File: src/rtl/mcp_frame_decoder.sv
// mcp_frame_decoder: byte-serial receiver for memory-controller response frames.
// Frame: START | HDR_HI | HDR_LO | payload | CHK | END, where CHK is the XOR of header and payload.
// Good frames update the held data/header/flags. Bad or timed-out frames pulse an error.
module mcp_frame_decoder #(
    parameter logic [7:0]  START_BYTE     = 8'h0F,
    parameter logic [7:0]  END_BYTE       = 8'hF0,
    parameter int          PAYLOAD_BYTES  = 7,
    parameter int          DATA_BYTES     = 4,
    parameter int unsigned TIMEOUT_CYCLES = 1000
) (
    input  logic                    clk,
    input  logic                    reset,
    input  logic                    i_rx_valid,
    input  logic [7:0]              i_rx_byte,
    output logic [8*DATA_BYTES-1:0] o_data,
    output logic [15:0]             o_header,
    output logic                    o_data_valid,
    output logic                    o_wait,
    output logic                    o_ready,
    output logic                    o_retry,
    output logic                    o_frame_err,
    output logic                    o_busy
);

    localparam int DW = 8 * DATA_BYTES;
    localparam int CW = $clog2(PAYLOAD_BYTES + 1) + 1;

    typedef enum logic [2:0] {
        ST_IDLE,
        ST_HDR,
        ST_PAY,
        ST_CHK,
        ST_END
    } StateT;

    StateT         state, stateNext;
    logic [CW-1:0] byteCnt, byteCntNext;
    logic [7:0]    runXor, runXorNext;
    logic          mismatch, mismatchNext;
    logic [15:0]   hdrShadow, hdrShadowNext;
    logic [DW-1:0] dataShadow, dataShadowNext;
    logic [31:0]   idleCnt, idleCntNext;

    logic [DW-1:0] dataNext;
    logic [15:0]   headerNext;
    logic          dataValidNext, frameErrNext;
    logic          waitNext, readyNext, retryNext;
    logic          timeoutHit;
    logic [DW+7:0] dataShifted;

    // Register every piece of state and every output; reset clears everything, even mid-frame.
    always_ff @(posedge clk or negedge reset) begin
        if (!reset) begin
            state        <= ST_IDLE;
            byteCnt      <= '0;
            runXor       <= '0;
            mismatch     <= 1'b0;
            hdrShadow    <= '0;
            dataShadow   <= '0;
            idleCnt      <= '0;
            o_data       <= '0;
            o_header     <= '0;
            o_data_valid <= 1'b0;
            o_frame_err  <= 1'b0;
            o_wait       <= 1'b0;
            o_ready      <= 1'b0;
            o_retry      <= 1'b0;
            o_busy       <= 1'b0;
        end else begin
            state        <= stateNext;
            byteCnt      <= byteCntNext;
            runXor       <= runXorNext;
            mismatch     <= mismatchNext;
            hdrShadow    <= hdrShadowNext;
            dataShadow   <= dataShadowNext;
            idleCnt      <= idleCntNext;
            o_data       <= dataNext;
            o_header     <= headerNext;
            o_data_valid <= dataValidNext;
            o_frame_err  <= frameErrNext;
            o_wait       <= waitNext;
            o_ready      <= readyNext;
            o_retry      <= retryNext;
            o_busy       <= (stateNext != ST_IDLE);
        end
    end

    // Frame parser: next state, running check, shadow registers and the held outputs.
    always_comb begin
        stateNext      = state;
        byteCntNext    = byteCnt;
        runXorNext     = runXor;
        mismatchNext   = mismatch;
        hdrShadowNext  = hdrShadow;
        dataShadowNext = dataShadow;
        idleCntNext    = idleCnt;
        dataNext       = o_data;
        headerNext     = o_header;
        waitNext       = o_wait;
        readyNext      = o_ready;
        retryNext      = o_retry;
        dataValidNext  = 1'b0;
        frameErrNext   = 1'b0;
        dataShifted    = {dataShadow, i_rx_byte};

        // A byte arriving on the would-be timeout edge wins, so the abort needs !i_rx_valid.
        timeoutHit = (TIMEOUT_CYCLES != 0) && (state != ST_IDLE) && !i_rx_valid &&
                     (idleCnt == TIMEOUT_CYCLES - 1);

        if (state == ST_IDLE || i_rx_valid) begin
            idleCntNext = '0;
        end else if (TIMEOUT_CYCLES != 0) begin
            idleCntNext = idleCnt + 32'd1;
        end

        if (timeoutHit) begin
            stateNext    = ST_IDLE;
            frameErrNext = 1'b1;
            idleCntNext  = '0;
        end else if (i_rx_valid) begin
            case (state)
                ST_IDLE: begin
                    if (i_rx_byte == START_BYTE) begin
                        runXorNext   = '0;
                        byteCntNext  = '0;
                        mismatchNext = 1'b0;
                        stateNext    = ST_HDR;
                    end
                end
                ST_HDR: begin
                    hdrShadowNext = {hdrShadow[7:0], i_rx_byte};
                    runXorNext    = runXor ^ i_rx_byte;
                    if (byteCnt == CW'(1)) begin
                        byteCntNext = '0;
                        stateNext   = ST_PAY;
                    end else begin
                        byteCntNext = byteCnt + 1'b1;
                    end
                end
                ST_PAY: begin
                    runXorNext = runXor ^ i_rx_byte;
                    if (byteCnt < CW'(DATA_BYTES)) begin
                        dataShadowNext = dataShifted[DW-1:0];
                    end
                    if (byteCnt == CW'(PAYLOAD_BYTES - 1)) begin
                        byteCntNext = '0;
                        stateNext   = ST_CHK;
                    end else begin
                        byteCntNext = byteCnt + 1'b1;
                    end
                end
                ST_CHK: begin
                    mismatchNext = (i_rx_byte != runXor);
                    stateNext    = ST_END;
                end
                ST_END: begin
                    stateNext = ST_IDLE;
                    if (i_rx_byte == END_BYTE && !mismatch) begin
                        dataNext      = dataShadow;
                        headerNext    = hdrShadow;
                        waitNext      = (hdrShadow == 16'hFFF1);
                        readyNext     = (hdrShadow == 16'hFFF2);
                        retryNext     = (hdrShadow == 16'hFFF3);
                        dataValidNext = 1'b1;
                    end else begin
                        frameErrNext = 1'b1;
                    end
                end
                default: stateNext = ST_IDLE;
            endcase
        end
    end

endmodule
File: config.mk
export PLATFORM = sky130hd
export DESIGN_NAME = mcp_frame_decoder
export DESIGN_NICKNAME = d
export VERILOG_FILES = /design/src/rtl/mcp_frame_decoder.sv
export SDC_FILE = /design/constraint.sdc
export NUM_CORES = 1
export LEC_CHECK = 0
export BUFFER_PORTS_ARGS = -buffer_cell sky130_fd_sc_hd__buf_2
export CORE_ASPECT_RATIO = 2
export CORE_MARGIN = 1
export CORE_UTILIZATION = 45
export DETAILED_ROUTE_END_ITERATION = 8
export HOLD_SLACK_MARGIN = 0.08
export SYNTH_ARGS = -nofsm -noshare
export SYNTH_HDL_FRONTEND = slang
export SYNTH_SLANG_ARGS = --single-unit
File: constraint.sdc
create_clock -name clk -period 2.62 [get_ports clk]
set_input_delay 0.262 -clock clk [delete_from_list [all_inputs] [get_ports clk]]
set_output_delay 0.262 -clock clk [all_outputs]
set_load 0.01 [all_outputs]
==> results_dict.tcl, run 1 <==
set metrics [dict create \
    cp_max_fo 22 \
    ys_types 51 \
    mostFrequentLayoutCells "dfrtp_1, buf_2, mux2_2, mux2_4, nand2_1" \
    worstPathRequired_ns 2.95 \
    finalSetupTns_ns 0 \
    status "complete, no violations" \
    rsz0062_at_grt "no" \
    maxCapViolCount 0 \
    ant_nets 0 \
    post_drt_via_cell_ratio 5.60 \
    clock_latency_ns 0.41 \
    start_util_pct 46.2 \
    worstSetupEndpointType "flip-flop" \
    netlist_area_um2 6850 \
    antenna_cells 0 \
    fp.dieH_um 177 \
    worstMarginPinSlew_ns 0.762 \
    numClockSinks 150 \
    worstHoldEndpoint "runXor[0]" \
    wirelength_mm 14.4 \
    cts_tree "yes" \
    drc 0 \
    vias 4628 \
    hold_start "i_rx_byte[0]" \
    coreArea_um2 14800 \
    first_pass_iters 4 \
    cts_root_buffer "clkbuf_16" \
    vdd_drop_max_mv 0.452 \
    drv_slew 0 \
    path_class "flip-flop to flip-flop" \
    r2r_slack_ns 0.40 \
    fin_area_um2 7960 \
    rr_endpoint "idleCnt[21]" \
    finalCriticalPeriod_ns 2.22 \
    rows 63 \
    r2r_start "idleCnt[5]" \
    finalHoldViolCount 0 \
    final-setup-viol-count 0 \
    io_buffers 64 \
    fin_skew_ns 0.00938 \
    syn_to_final_growth_pct 16.2 \
    ys_seq_area_share_pct 54.8 \
    critPathMaxStageDelay_ns 0.83 \
    dpl.hpwl_mm 10.0 \
    clk_pin_slew_ns 0.06 \
    cp_slowest_cell "or4_1" \
    clockBufferDepth 2 \
    fin_crit_sh_pct 84.7 \
    wl_per_cell_um 17.4 \
    grt_start_max_net_pins 78 \
    ios 65 \
    place_area_um2 7380 \
    critPathArrivalTime_ns 2.55 \
    die_area_um2 15800 \
    drt_iter0_drc 198 \
    nets 632 \
    worstPathCellList "nand3_2, or4_1, or4_1, a21oi_1" \
    track_usage_pct 19.9 \
    grt_pass1_vias 4792 \
    final_common_cell "dfrtp_1" \
    p_leak_nw 3.80 \
    cts.htree.levels 4 \
    cts_inserted_buffers 17 \
    avgSynthCellArea_um2 12.3 \
    synth_cells 555 \
    die_x_um 89.3 \
    gp_congestion 0.840 \
    start_kind "flip-flop" \
    slew_headroom_pct 48.9 \
    grt_pass1_wl_mm 24.0 \
    ys_ff_latch 150 \
    r2r_cells 4 \
    grt_overflow 0 \
    fmax_ghz 0.451 \
    whs_path_depth 3 \
    path_delay_family "simple AND/OR/NAND/NOR gates" \
    drive_gt1_share_pct 33.5 \
    synth_edf_count 0 \
    syn_nets 567 \
    cp_common_cell "or4_1" \
    critPathBufInv 0 \
    synth-main-ff-cell "dfrtp_1" \
    synthArstFlopShare_pct 100 \
    yosys_warnings 0 \
    antenna_found_initial 0 \
    hold_class "input port to flip-flop" \
    power_density_nw_per_um2 762 \
]
[where the power goes]
| part | total (mW) | internal (mW) | switching, mW | leakage, nW |
|---|---|---|---|---|
| clock | 2.38 | 1.36 | 1.02 | 0.275 |
| sequential | 2.92 | 2.60 | 0.325 | 2.03 |
| combinational | 0.765 | 0.397 | 0.368 | 1.49 |
| total | 6.07 | 4.36 | 1.71 | 3.80 |
[layer usage]
layer / GRT usage (%) / part of all wire, % / up-vias
met5: 0 / 0 / -
met3: 3.51 / 2.7 / 16
li1: - / - / 2175
met4: 8.20 / 1.7 / 0
met1: 23.2 / 40 / 2331
met2: 35.2 / 56 / 106
[worst reg2reg max path, cell delays in order, from the launching register on]
cell     delay, ns
dfrtp_1       0.42
nand3_2       0.16
or4_1         0.83
or4_1         0.57
a21oi_1       0.16
[timing repair]
action,CTS,global route
setup endpoints to repair,0,0
gates resized for setup,0,0
hold buffers,1,0
hold endpoints to repair,73,0
buffers inserted,0,0
[stage by stage]
step                power [mW]  worst slack, ns  hold WS (ns)  util, %  cells
floorplan                 3.44            0.673       -0.0336        -    555
finish                    6.07            0.400         0.154     53.7    827
global route              6.37            0.217         0.162     53.7    827
CTS                       6.15            0.382         0.140     53.7    827
detailed placement        3.74            0.390         0.344     49.8    795
global placement          3.71            0.450         0.337     49.8    795
[synth_stat cells, types with 2 or more instances]
master    number  area share [%]
nand3_1       14             1.0
nor2_1        25             1.4
buf_1          2            0.11
a21oi_1       20             1.5
o21ai_0       25             1.8
a31oi_1        2            0.18
and4_1         7            0.89
nor4bb_1       2            0.29
nand4_1       16             1.5
inv_1         11            0.60
or3_1         10            0.91
nor2b_1        4            0.37
buf_2          5            0.37
mux2_4        43             9.4
buf_6          7             1.2
xnor2_1       18             2.3
xor2_1         2            0.26
dfrtp_1      150              55
or4_1         13             1.4
nor4_1        12             1.1
nand3_2        2            0.29
mux2_2        53             8.7
clkbuf_1      14            0.77
nand2b_1       4            0.37
or2_2          4            0.37
nor3_1        15             1.1
o31ai_1       20             2.2
nand2_1       29             1.6
o31a_1         3            0.38
nor4b_1        2            0.26
[state kept, by name, indices dropped and copies added, names as in the netlist, 3 cells and up]
register,count
dataShadow,32
idleCnt,32
o_data,32
hdrShadow,16
o_header,16
runXor,8
byteCnt,4
state,3
[final cells by class]
cell class / instances / area [µm²]
Fill cell: 1290 / 6860
Sequential cell: 150 / 3750
Multi-Input combinational cell: 365 / 2900
Timing Repair Buffer: 75 / 449
Clock buffer: 18 / 439
Tap cell: 195 / 244
Clock inverter: 13 / 136
Inverter: 11 / 41.3
[logic make-up (layout without fill, tap and decap cells)]
| kind of cell | after synthesis | count (layout) | share of synthesized area (%) |
|---|---|---|---|
| AND/OR/NAND/NOR | 165 | 165 | 13.6 |
| flip-flops | 150 | 150 | 54.8 |
| AO/OA/AOI/OAI | 83 | 83 | 7.65 |
| multiplexers | 96 | 96 | 18.1 |
| buffers and inverters | 40 | 117 | 3.07 |
| adder cells (fa/ha/maj) | 1 | 1 | 0.183 |
| XOR/XNOR | 20 | 20 | 2.56 |
[how the worst max path moves through the flow]
stage	startpoint	endpoint	slack (ns)	depth (start not counted)
4_1_cts	idleCnt[5]	idleCnt[21]	0.38	4
6_report	idleCnt[5]	idleCnt[21]	0.40	4
3_3_place_gp	i_rx_byte[1]	o_header[10]	0.45	5
2_1_floorplan	idleCnt[0]	idleCnt[22]	0.67	6
3_5_place_dp	idleCnt[5]	idleCnt[21]	0.39	4
5_1_grt	idleCnt[2]	idleCnt[21]	0.22	4
Power figures use the tool's default switching activity.
==> run 2: changes to the inputs <==
Clock period 2.62 ns to 2.09 ns, I/O delays scaled along.
==> results_dict.tcl, run 2 (synthesized netlist as in run 1, its figures left out) <==
set metrics [dict create \
    combPwrFrac_pct 12.9 \
    drive_gt1_share_pct 36.0 \
    finalHoldViolCount 0 \
    vdd_drop_max_mv 0.480 \
    timing.hold.ws_ns 0.0902 \
    ios 65 \
    ant_nets 0 \
    cts_root_buffer "clkbuf_16" \
    fin_crit_sh_pct 98.4 \
    path_delay_family "buffers and inverters" \
    cp-startpoint "i_rx_byte[3]" \
    hold_class "input port to flip-flop" \
    clk_pin_slew_ns 0.06 \
    clkPwrFrac_pct 39.6 \
    cts_inserted_buffers 17 \
    critPathMaxStageDelay_ns 0.55 \
    antenna_found_initial 0 \
    final-setup-viol-count 0 \
    grt_pass1_wl_mm 24.6 \
    rsz0062_at_grt "no" \
    start_kind "input port" \
    fmax_ghz 0.486 \
    nets 653 \
    crit_end "o_header[11]" \
    p_switching_mw 2.14 \
    mostFrequentLayoutCells "dfrtp_1, buf_2, mux2_2, mux2_4, nand2_1" \
    start_util_pct 46.2 \
    wirelength_mm 14.8 \
    r2r_start "idleCnt[11]" \
    final_common_cell "dfrtp_1" \
    power_density_nw_per_um2 944 \
    drv_slew 0 \
    numClockSinks 150 \
    vias 4727 \
    critPathArrivalTime_ns 2.35 \
    slew_headroom_pct 54.9 \
    worstMarginPinSlew_ns 0.675 \
    io_buffers 64 \
    worstSetupEndpointType "flip-flop" \
    grt_start_max_net_pins 64 \
    place_area_um2 7550 \
    pwr-share-seq_pct 47.5 \
    clock_latency_ns 0.42 \
    fin_area_um2 8170 \
    die_x_um 89.3 \
    worstPathRequired_ns 2.39 \
    wl_per_cell_um 17.4 \
    first_pass_iters 4 \
    syn_to_final_growth_pct 19.2 \
    path_class "input port to flip-flop" \
    worstPathCellList "dlygate4sd3_1, buf_2, or3_1, or4_4, buf_12, mux2_4" \
    switching_share_pct 27.7 \
    grt_pass1_vias 4921 \
    antenna_cells 0 \
    postCtsSetupBuffers 0 \
    track_usage_pct 20.5 \
    reg_top3 "dataShadow (32), idleCnt (32), o_data (32)" \
    maxCapViolCount 0 \
    path_depth 6 \
    die_area_um2 15800 \
    fillers 1293 \
    grt_overflow 0 \
    gp_congestion 0.870 \
    r2r_slack_ns 0.10 \
    fp.dieH_um 177 \
    finalCriticalPeriod_ns 2.06 \
    post_drt_via_cell_ratio 5.57 \
    finalSetupTns_ns 0 \
    internal-power_mw 5.57 \
    status "complete, no violations" \
    critPathBufInv 3 \
    cp_slowest_cell "dlygate4sd3_1" \
    fin_skew_ns 0.0154 \
    p_leak_nw 3.91 \
    cp_max_fo 34 \
    rr_endpoint "idleCnt[31]" \
    clockBufferDepth 2 \
    coreArea_um2 14800 \
    drc 0 \
    rows 63 \
    drt_iter0_drc 197 \
    dpl.hpwl_mm 10.7 \
    cts.htree.levels 4 \
    r2r_cells 4 \
    cts_tree "yes" \
]
[run 2: stage by stage]
stage / setup slack, ns / instances / power (mW) / util, %
detailed placement: 0.0430 / 815 / 4.72 / 51.0
finish: 0.0344 / 848 / 7.71 / 55.1
global placement: 0.105 / 815 / 4.67 / 51.0
CTS: 0.0379 / 848 / 7.79 / 55.1
global route: 0.000994 / 848 / 8.08 / 55.1
floorplan: 0.143 / 555 / 4.31 / -
[run 2: how the worst min path moves through the flow]
stage / end / start / cells after the start / slack (ns)
final: dataShadow[2] / i_rx_byte[2] / 2 / 0.09
after global routing: dataShadow[2] / i_rx_byte[2] / 2 / 0.09
after CTS: dataShadow[2] / i_rx_byte[2] / 2 / 0.08
after detailed placement: dataShadow[25] / reset / 1 / 0.22
after global placement: o_data[25] / reset / 1 / 0.22
after floorplan: byteCnt[0] / reset / 0 / -0.09
[run 2: layer usage]
| layer | GRT usage (%) | routed length (µm) |
|---|---|---|
| met4 | 7.80 | 321 |
| met5 | 0 | 0 |
| met3 | 4.02 | 423 |
| met1 | 22.3 | 5630 |
| met2 | 37.8 | 8410 |
[run 2: area by class of cell]
type | count | area (µm²) | share of cell area [%]
sequential | 150 | 3750 | 45.9
tap | 195 | 244 | 2.99
inverter | 11 | 41.3 | 0.505
timing repair buffer | 96 | 634 | 7.76
clock buffer | 17 | 425 | 5.21
clock inverter | 14 | 164 | 2.01
multi-input combinational | 365 | 2910 | 35.6
[run 2: power groups by stage]
stage               clock, mW  combinational, mW  sequential (mW)
finish                   3.05              0.994             3.66
global route             3.24               1.12             3.72
CTS                      3.11               1.01             3.66
detailed placement          0               1.00             3.72
global placement            0              0.969             3.71
floorplan                   0              0.797             3.52
[run 2: what timing repair did]
| action | 4_1_cts | 5_1_grt |
|---|---|---|
| setup endpoints to repair | 0 | 14 |
| hold buffers | 2 | 0 |
| resized for setup | 0 | 4 |
| hold endpoints to repair | 60 | 0 |
==> run 3: changes to the inputs <==
Settings changed: CORE_MARGIN 1 to 4.
Clock period 2.09 ns to 2.1 ns, I/O delays scaled along.
==> results_dict.tcl, run 3 (synthesized netlist as in run 1, its figures left out) <==
set metrics [dict create \
    worstHoldEndpoint "o_busy" \
    power_density_nw_per_um2 939 \
    cts.htree.levels 4 \
    clock_latency_ns 0.42 \
    fmax_ghz 0.507 \
    worstSetupEndpointType "flip-flop" \
    hold_start "i_rx_valid" \
    r2r_start "idleCnt[11]" \
    gp_congestion 0.795 \
    wl_per_cell_um 17.6 \
    vdd_drop_max_mv 0.543 \
    r2r_cells 4 \
    worstPathCellList "nand3_2, or4_4, or4_1, a21oi_1" \
    post_drt_via_cell_ratio 5.54 \
    final_common_cell "dfrtp_1" \
    fin_crit_sh_pct 93.9 \
    finalSetupTns_ns 0 \
    vias 4744 \
    slew_headroom_pct 56.9 \
    final-setup-viol-count 0 \
    nets 661 \
    fin_skew_ns 0.00694 \
    antenna_found_initial 0 \
    whs_path_depth 2 \
    reg_top3 "dataShadow (32), idleCnt (32), o_data (32)" \
    track_usage_pct 18.6 \
    cts_root_buffer "clkbuf_16" \
    critPathBufInv 0 \
    drc 0 \
    finalHoldViolCount 0 \
    cts_tree "yes" \
    p_switching_mw 2.05 \
    critPathMaxStageDelay_ns 0.64 \
    io_buffers 64 \
    preCtsSetupSlack_ns 0.0524 \
    critPathArrivalTime_ns 2.31 \
    ios 65 \
    total_power_mw 7.73 \
    hold_class "input port to flip-flop" \
    pwr-share-seq_pct 47.1 \
    drv_slew 0 \
    internal-power_mw 5.68 \
    rsz0062_at_grt "no" \
    first_pass_iters 6 \
    numClockSinks 150 \
    antenna_cells 0 \
    maxCapViolCount 0 \
    worstPathRequired_ns 2.44 \
    post-route-worst-setup-slack_ns 0.128 \
    grt_pass1_wl_mm 25.1 \
    dpl.hpwl_mm 11.0 \
    dp_cells 823 \
    place_area_um2 7600 \
    timing.hold.ws_ns 0.119 \
    syn_to_final_growth_pct 20.2 \
    die_area_um2 17400 \
    drive_gt1_share_pct 37.2 \
    rows 63 \
    ant_nets 0 \
    drt_iter0_drc 221 \
    combPwrFrac_pct 13.1 \
    fp.dieH_um 183 \
    die_x_um 95.3 \
    clockBufferDepth 2 \
    rr_endpoint "idleCnt[31]" \
    fin_area_um2 8240 \
    final_cells 856 \
    mostFrequentLayoutCells "dfrtp_1, buf_2, mux2_2, mux2_4, buf_4" \
    finalCriticalPeriod_ns 1.97 \
    clkPwrFrac_pct 39.8 \
    p_leak_nw 3.96 \
    grt_start_max_net_pins 59 \
    coreArea_um2 14900 \
    worstMarginPinSlew_ns 0.640 \
    r2r_slack_ns 0.13 \
    path_class "flip-flop to flip-flop" \
    wirelength_mm 15.1 \
    grt_pass1_vias 4953 \
    cp_slowest_cell "or4_4" \
    cts_inserted_buffers 17 \
    status "complete, no violations" \
    start_util_pct 46.0 \
    start_kind "flip-flop" \
    switching_share_pct 26.6 \
    grt_overflow 0 \
    cp_max_fo 11 \
    clk_pin_slew_ns 0.06 \
    path_delay_family "simple AND/OR/NAND/NOR gates" \
    fin_util_pct 55.3 \
]
run 3: cell types whose count changed in the layout (fill, tap and decap cells not counted), moves of 2 or more:
cell,previous run,this run
buf_4,25,35
clkinv_2,0,4
clkinvlp_4,5,1
dfrtp_1,150,147
dfrtp_2,0,3
inv_6,5,2
clkinv_4,0,2
inv_8,2,0
run 3: power groups by stage:
stage | logic [mW] | clock network, mW | registers (mW)
after CTS | 1.02 | 3.15 | 3.64
after detailed placement | 1.02 | 0 | 3.69
after global placement | 0.981 | 0 | 3.67
final | 1.01 | 3.07 | 3.64
after floorplan | 0.793 | 0 | 3.50
after global routing | 1.13 | 3.26 | 3.70
run 3: timing repair:
| item | 4_1_cts | 5_1_grt |
|---|---|---|
| hold endpoints to repair | 46 | 0 |
| hold buffers | 1 | 0 |
| endpoints found under the setup margin | 0 | 8 |
| buffers inserted | 0 | 1 |
| resized for setup | 0 | 7 |
run 3: layout make-up:
| type | instances | area (µm²) |
|---|---|---|
| clock buffers | 19 | 443 |
| multi-input cells | 365 | 2920 |
| flip-flops and latches | 150 | 3760 |
| clock inverters | 12 | 153 |
| repair buffers | 104 | 679 |
| inverters | 11 | 41.3 |
| fillers | 1260 | 6660 |
| well taps | 195 | 244 |
run 3: worst max path at each step:
stage                      startpoint  slack, ns  depth (start not counted)          end
final                     idleCnt[11]       0.13                          4  idleCnt[31]
after floorplan            idleCnt[0]       0.15                          6  idleCnt[22]
after CTS                  idleCnt[1]       0.04                          5  idleCnt[18]
after global routing       idleCnt[8]      0.003                          5  idleCnt[21]
after detailed placement   idleCnt[1]       0.05                          5  idleCnt[18]
after global placement    idleCnt[27]        0.1                          5  idleCnt[25]
run 3: per-layer routing:
metal	vias up	GRT usage [%]	wire [µm]
met4	0	7.40	387
li1	2219	-	-
met5	-	0	0
met3	29	3.88	502
met1	2402	19.7	5620
met2	94	34.5	8580
